## src/rtl/infrared_rcv_pkg.sv

```systemverilog
// Shared types, nominal NEC timings and cycle-conversion helpers for the IR receiver.
// Timing constants are kept in microseconds so any clock frequency can derive its own windows.
package infrared_rcv_pkg;

  typedef enum logic [2:0] {
    IDLE,
    LEAD_LOW,
    LEAD_SPACE,
    BIT_LOW,
    BIT_SPACE
  } state_t;

  localparam int CNT_W = 20;
  typedef logic [CNT_W-1:0] cnt_t;
  localparam cnt_t CNT_MAX = '1;

  // Nominal NEC interval widths in microseconds.
  localparam longint US_LEAD_LO   = 9000;
  localparam longint US_FRAME_SP  = 4500;
  localparam longint US_REPEAT_SP = 2250;
  localparam longint US_BIT_LO    = 560;
  localparam longint US_ZERO_SP   = 560;
  localparam longint US_ONE_SP    = 1690;
  localparam longint US_TIMEOUT   = 10000;

  // Cycles for a width scaled by pct percent (100 = nominal, 90 = lower bound, ...).
  function automatic cnt_t cycles(input longint freq_hz, input longint us, input longint pct);
    return cnt_t'((freq_hz * us * pct) / 64'sd100_000_000);
  endfunction

  function automatic logic in_win(input cnt_t w, input cnt_t lo, input cnt_t hi);
    return (w >= lo) && (w <= hi);
  endfunction

endpackage

```

## src/rtl/infrared_rcv_edge_sync.sv

```systemverilog
// Two-flop synchronizer for the IR pin plus a history flop giving single-cycle edge strobes.
// Flops reset to 1 (idle line) so leaving reset never produces a spurious fall.
module ir_edge_sync (
  input  logic clk,
  input  logic rst_n,
  input  logic din,
  output logic rise,
  output logic fall
);

  logic meta_reg;
  logic cur_reg;
  logic prev_reg;

  always_ff @(posedge clk or negedge rst_n) begin
    if (!rst_n) begin
      meta_reg <= 1'b1;
      cur_reg  <= 1'b1;
      prev_reg <= 1'b1;
    end else begin
      meta_reg <= din;
      cur_reg  <= meta_reg;
      prev_reg <= cur_reg;
    end
  end

  assign fall = prev_reg & ~cur_reg;
  assign rise = ~prev_reg & cur_reg;

endmodule

```

## src/rtl/infrared_rcv.sv

```systemverilog
// NEC infrared decoder: measures burst/space widths and assembles 32-bit frames into
// {4'h0, addr, cmd}; a repeat code after a good frame yields a one-cycle repeat_en pulse.
module infrared_rcv #(
  parameter int CLK_FREQ_HZ = 50_000_000,
  parameter int TOL_PCT     = 10
) (
  input  logic        sys_clk,
  input  logic        sys_rst_n,
  input  logic        infrared_in,
  output logic [19:0] data,
  output logic        repeat_en
);
  import infrared_rcv_pkg::*;

  localparam longint F_HZ = longint'(CLK_FREQ_HZ);
  localparam longint P_LO = longint'(100 - TOL_PCT);
  localparam longint P_HI = longint'(100 + TOL_PCT);

  localparam cnt_t LEAD_LO_MIN   = cycles(F_HZ, US_LEAD_LO, P_LO);
  localparam cnt_t LEAD_LO_MAX   = cycles(F_HZ, US_LEAD_LO, P_HI);
  localparam cnt_t FRAME_SP_MIN  = cycles(F_HZ, US_FRAME_SP, P_LO);
  localparam cnt_t FRAME_SP_MAX  = cycles(F_HZ, US_FRAME_SP, P_HI);
  localparam cnt_t REPEAT_SP_MIN = cycles(F_HZ, US_REPEAT_SP, P_LO);
  localparam cnt_t REPEAT_SP_MAX = cycles(F_HZ, US_REPEAT_SP, P_HI);
  localparam cnt_t BIT_LO_MIN    = cycles(F_HZ, US_BIT_LO, P_LO);
  localparam cnt_t BIT_LO_MAX    = cycles(F_HZ, US_BIT_LO, P_HI);
  localparam cnt_t ZERO_SP_MIN   = cycles(F_HZ, US_ZERO_SP, P_LO);
  localparam cnt_t ZERO_SP_MAX   = cycles(F_HZ, US_ZERO_SP, P_HI);
  localparam cnt_t ONE_SP_MIN    = cycles(F_HZ, US_ONE_SP, P_LO);
  localparam cnt_t ONE_SP_MAX    = cycles(F_HZ, US_ONE_SP, P_HI);
  localparam cnt_t TIMEOUT       = cycles(F_HZ, US_TIMEOUT, 64'sd100);

  logic rise;
  logic fall;

  ir_edge_sync u_edge_sync (
    .clk   (sys_clk),
    .rst_n (sys_rst_n),
    .din   (infrared_in),
    .rise  (rise),
    .fall  (fall)
  );

  state_t      state_reg, state_next;
  cnt_t        cnt_reg;
  logic [4:0]  bit_idx_reg, bit_idx_next;
  logic [31:0] shift_reg, shift_next;
  logic [19:0] data_reg, data_next;
  logic        have_frame_reg, have_frame_next;
  logic        repeat_reg, repeat_next;

  logic        is_zero;
  logic        is_one;
  logic [31:0] shifted;

  // Width of the interval that just ended is the count held when the edge arrives.
  always_ff @(posedge sys_clk or negedge sys_rst_n) begin
    if (!sys_rst_n) begin
      cnt_reg <= '0;
    end else if (rise || fall) begin
      cnt_reg <= '0;
    end else if (cnt_reg != CNT_MAX) begin
      cnt_reg <= cnt_reg + cnt_t'(1);
    end
  end

  always_ff @(posedge sys_clk or negedge sys_rst_n) begin
    if (!sys_rst_n) begin
      state_reg      <= IDLE;
      bit_idx_reg    <= '0;
      shift_reg      <= '0;
      data_reg       <= '0;
      have_frame_reg <= 1'b0;
      repeat_reg     <= 1'b0;
    end else begin
      state_reg      <= state_next;
      bit_idx_reg    <= bit_idx_next;
      shift_reg      <= shift_next;
      data_reg       <= data_next;
      have_frame_reg <= have_frame_next;
      repeat_reg     <= repeat_next;
    end
  end

  assign is_zero = in_win(cnt_reg, ZERO_SP_MIN, ZERO_SP_MAX);
  assign is_one  = in_win(cnt_reg, ONE_SP_MIN, ONE_SP_MAX);
  // LSB-first arrival: after 32 shifts the first bit sits at bit 0 (addr byte lowest).
  assign shifted = {is_one, shift_reg[31:1]};

  always_comb begin
    state_next      = state_reg;
    bit_idx_next    = bit_idx_reg;
    shift_next      = shift_reg;
    data_next       = data_reg;
    have_frame_next = have_frame_reg;
    repeat_next     = 1'b0;

    // A stalled line takes priority over any edge seen in the same cycle.
    if (state_reg != IDLE && cnt_reg > TIMEOUT) begin
      state_next = IDLE;
    end else begin
      case (state_reg)
        IDLE: begin
          if (fall) state_next = LEAD_LOW;
        end
        LEAD_LOW: begin
          if (rise) state_next = in_win(cnt_reg, LEAD_LO_MIN, LEAD_LO_MAX) ? LEAD_SPACE : IDLE;
        end
        LEAD_SPACE: begin
          if (fall) begin
            state_next = IDLE;
            if (in_win(cnt_reg, FRAME_SP_MIN, FRAME_SP_MAX)) begin
              state_next   = BIT_LOW;
              bit_idx_next = '0;
              shift_next   = '0;
            end else if (in_win(cnt_reg, REPEAT_SP_MIN, REPEAT_SP_MAX) && have_frame_reg) begin
              repeat_next = 1'b1;
            end
          end
        end
        BIT_LOW: begin
          if (rise) state_next = in_win(cnt_reg, BIT_LO_MIN, BIT_LO_MAX) ? BIT_SPACE : IDLE;
        end
        BIT_SPACE: begin
          if (fall) begin
            if (is_zero || is_one) begin
              shift_next = shifted;
              if (bit_idx_reg == 5'd31) begin
                state_next = IDLE;
                if (shifted[7:0] == ~shifted[15:8] && shifted[23:16] == ~shifted[31:24]) begin
                  data_next       = {4'h0, shifted[7:0], shifted[23:16]};
                  have_frame_next = 1'b1;
                end
              end else begin
                bit_idx_next = bit_idx_reg + 5'd1;
                state_next   = BIT_LOW;
              end
            end else begin
              state_next = IDLE;
              shift_next = '0;
            end
          end
        end
        default: state_next = IDLE;
      endcase
    end
  end

  assign data      = data_reg;
  assign repeat_en = repeat_reg;

endmodule

```

## config.mk

```make
export PLATFORM = sky130hd
export DESIGN_NAME = infrared_rcv
export DESIGN_NICKNAME = d
export VERILOG_FILES = /design/src/rtl/infrared_rcv_pkg.sv /design/src/rtl/infrared_rcv_edge_sync.sv /design/src/rtl/infrared_rcv.sv
export SDC_FILE = /design/constraint.sdc
export NUM_CORES = 1
export LEC_CHECK = 0
export ABC_AREA = 1
export CORE_AREA = 2 2 90 92
export CTS_CLUSTER_SIZE = 24
export DETAILED_ROUTE_END_ITERATION = 12
export DIE_AREA = 0 0 92 94
export DONT_BUFFER_PORTS = 1
export MAX_ROUTING_LAYER = met4
export PLACE_DENSITY = 0.82
export SYNTH_ARGS = -nofsm -noshare
export SYNTH_HDL_FRONTEND = slang
export SYNTH_SLANG_ARGS = --single-unit
```

## constraint.sdc

```tcl
create_clock -name sys_clk -period 3.4 [get_ports sys_clk]
set_clock_uncertainty 0.15 [all_clocks]
set_input_delay 0.68 -clock sys_clk [delete_from_list [all_inputs] [get_ports sys_clk]]
set_output_delay 0.68 -clock sys_clk [all_outputs]
set_load 0.02 [all_outputs]
```

==> metrics.yaml <==
ys_types: 42
viasPerCell: 6.20
slowest_stage: "dfrtp_1"
post-place-ws_ps: 813
final.period_utilization_pct: 82.4
fin_ws_ps: 597
root_buffer: "clkbuf_8"
dr.pass1.iters: 8
crit_path_end: "data[10]"
clock.fmax_mhz: 357
synth_compound_area_share_pct: 6.61
design_area_um2: 5100
cts_resized: 0
crit_start: "bit_idx_reg[0]"
seqPwrFrac_pct: 53.0
cp-start-kind: "flip-flop"
pwr-share-comb_pct: 8.7
utilization_pct: 67.0
worstSetupEndpointType: "flip-flop"
min_path_type: "in2async"
antennaDiodeCount: 0
die-width_um: 92
dp_cells: 758
r2r_cells: 13
initial_core_util_pct: 64.7
vdd_drop_max_uv: 239
cp.depth: 13
synth_top_family_by_area: "simple AND/OR/NAND/NOR gates"
path_clk_slew_ps: 90
worstMarginPinSlew_ps: 560
r2r_setup_slack_ps: 600
switching_share_pct: 29.1
cpLargestDelayFamily: "simple AND/OR/NAND/NOR gates"
synth_top_area_cell: "dfrtp_1"
yosysWarningCount: 0
synthCells: 678
synth_top_cell_area_share_pct: 39.1
cp.required_ps: 3500
cp_cell_sequence: "ha_1 -> nand2_1 -> nor2_1 -> ha_1 -> inv_1 -> nor2_1 -> nand3_1 -> nor2_1 -> nand3_1 -> nor2_8 -> nand3_4 -> nand2_1 -> nand2_1"
setup_tns_ps: 0
ys_ff_latch: 80
layout.cells.non_filler: 775
netlist_top_cells_area: "dfrtp_1, nand2_1, nand3_1, nor2_1, inv_1"
finalCriticalPeriod_ps: 2800
grt-ovfl-total: 0
h-tree-depth: 3
worstPathArrival_ps: 2900
grt_pass1_vias: 4748
post-dp-hpwl_mm: 10.8
ys_top_cells_by_count: "nand2_1, nand3_1, dfrtp_1, nor2_1, inv_1"
p_clk_share_pct: 38.3
antenna_found_initial: 0
synth-edff-count: 0
intPower_mw: 1.31
critical_path_class: "reg2reg"
finalPower_mw: 1.84
p_sw_mw: 0.536
status: "finished, final reports clean"
synthMuxAreaShare_pct: 0
drv_cap: 0
p_leak_nw: 2.61
cts.sinks: 80
synthSimpleGateAreaFrac_pct: 40.0
report.final.slew_viol_count: 0
synth_flop_cell: "dfrtp_1"
register_area_um2: 2010
cts_tree: "yes"
post_drt_wl_per_cell_um: 19.1
synthXorXnorAreaFrac_pct: 1.07
grt_use_total_pct: 37.4
areaGrowthSynthToFinish_pct: 3.61
largest_reg_flops: 31
fillers: 601
clock_path_buffers: 2
setup_viol: 0
power_density_nw_per_um2: 362
grt_start_max_net_pins: 81
place.port_buffers: 0
holdWs_ps: 52.7
rsz0062_at_grt: "false"
layout-drive-gt1-share_pct: 8.92
yosysSeqAreaShare_pct: 40.7
synth-async-reset-ratio_pct: 100
ant_nets: 0
grt_pass1_wl_mm: 24.1
yosys.cell_count.top_type: "nand2_1"
rows: 32
r2r_end: "data[10]"
dr_total_vias: 4802
dpl_cell_area_um2: 4880
finalHoldViolCount: 0
slowest_delay_ps: 410
io-pin-count: 24
multi_input_area_um2: 2450
die_area_um2: 8650
wl_mm: 14.8
slew-limit-headroom_pct: 62.5
cts_buffers: 9
gp_congestion: 1.07
final_nets: 678
synth_area_um2: 4920
avgSynthCellArea_um2: 7.26
worstPathMaxFanout: 17
dieHeight_um: 94
postCtsSetupBuffers: 0
synth_fa_ha_area_share_pct: 1.78
drc_errors: 0
cp_num_buf_inv: 1
clkLatencyLatePin_ps: 370
drtIter0Drc: 502
core_area_um2: 7610
r2r-start: "bit_idx_reg[0]"
layer usage:
| metal | track usage (%) | vias up | part of all wire, % |
|---|---|---|---|
| li1 | - | 2179 | - |
| met1 | 42.1 | 2225 | 36 |
| met2 | 63.7 | 321 | 50 |
| met3 | 5.54 | 77 | 7.6 |
| met4 | 22.3 | 0 | 6.7 |
| met5 | - | - | 0 |
area by class of cell:
cell class,instances,share of cell area (%)
Multi-Input combinational cell,504,48.1
Sequential cell,80,39.3
Inverter,65,4.81
Clock buffer,10,2.70
Tap cell,102,2.50
Timing Repair Buffer,8,1.57
Clock inverter,6,1.03
power by group through the flow:
stage	logic [mW]	registers, mW	clock network (mW)
after floorplan	0.102	0.994	0
after CTS	0.161	0.977	0.705
after global routing	0.181	0.979	0.741
after global placement	0.131	0.995	0
after detailed placement	0.137	0.996	0
final	0.161	0.977	0.706
cells in the final DEF (no fill, tap or decap), types with 5 or more instances in the layout:
cell,netlist,layout
nand4_1,26,26
o21ai_0,16,16
a21oi_1,17,16
dfrtp_1,77,77
nand3_1,79,79
nor2_1,66,66
nor3_1,17,17
nand2_1,211,211
nor4_1,7,7
inv_1,55,55
ha_1,7,7
inv_2,8,8
buf_4,13,7
clkbuf_8,0,10
nor2_2,5,5
worst min-delay path by stage:
stage	slack, ps	end	from	depth (start not counted)
2_1_floorplan	200	u_edge_sync.cur_reg	u_edge_sync.meta_reg	0
3_3_place_gp	200	u_edge_sync.cur_reg	u_edge_sync.meta_reg	0
3_5_place_dp	200	u_edge_sync.cur_reg	u_edge_sync.meta_reg	0
4_1_cts	70	cnt_reg[12]	sys_rst_n	1
5_1_grt	90	shift_reg[15]	sys_rst_n	1
6_report	50	shift_reg[13]	sys_rst_n	1
repair_timing:
| item | in CTS | in global routing |
|---|---|---|
| hold buffers | 1 | 0 |
| endpoints found under the setup margin | 0 | 0 |
| endpoints found under the hold margin | 80 | 0 |
cells by family (layout without fill, tap and decap cells):
group	count (synthesis)	after routing
flops	80	80
other cells	1	4
compound gates	55	55
buf+inv	97	89
fa+ha+maj	7	7
xor+xnor	6	6
simple gates	432	432
No activity file was read; power rests on OpenSTA's default activity.
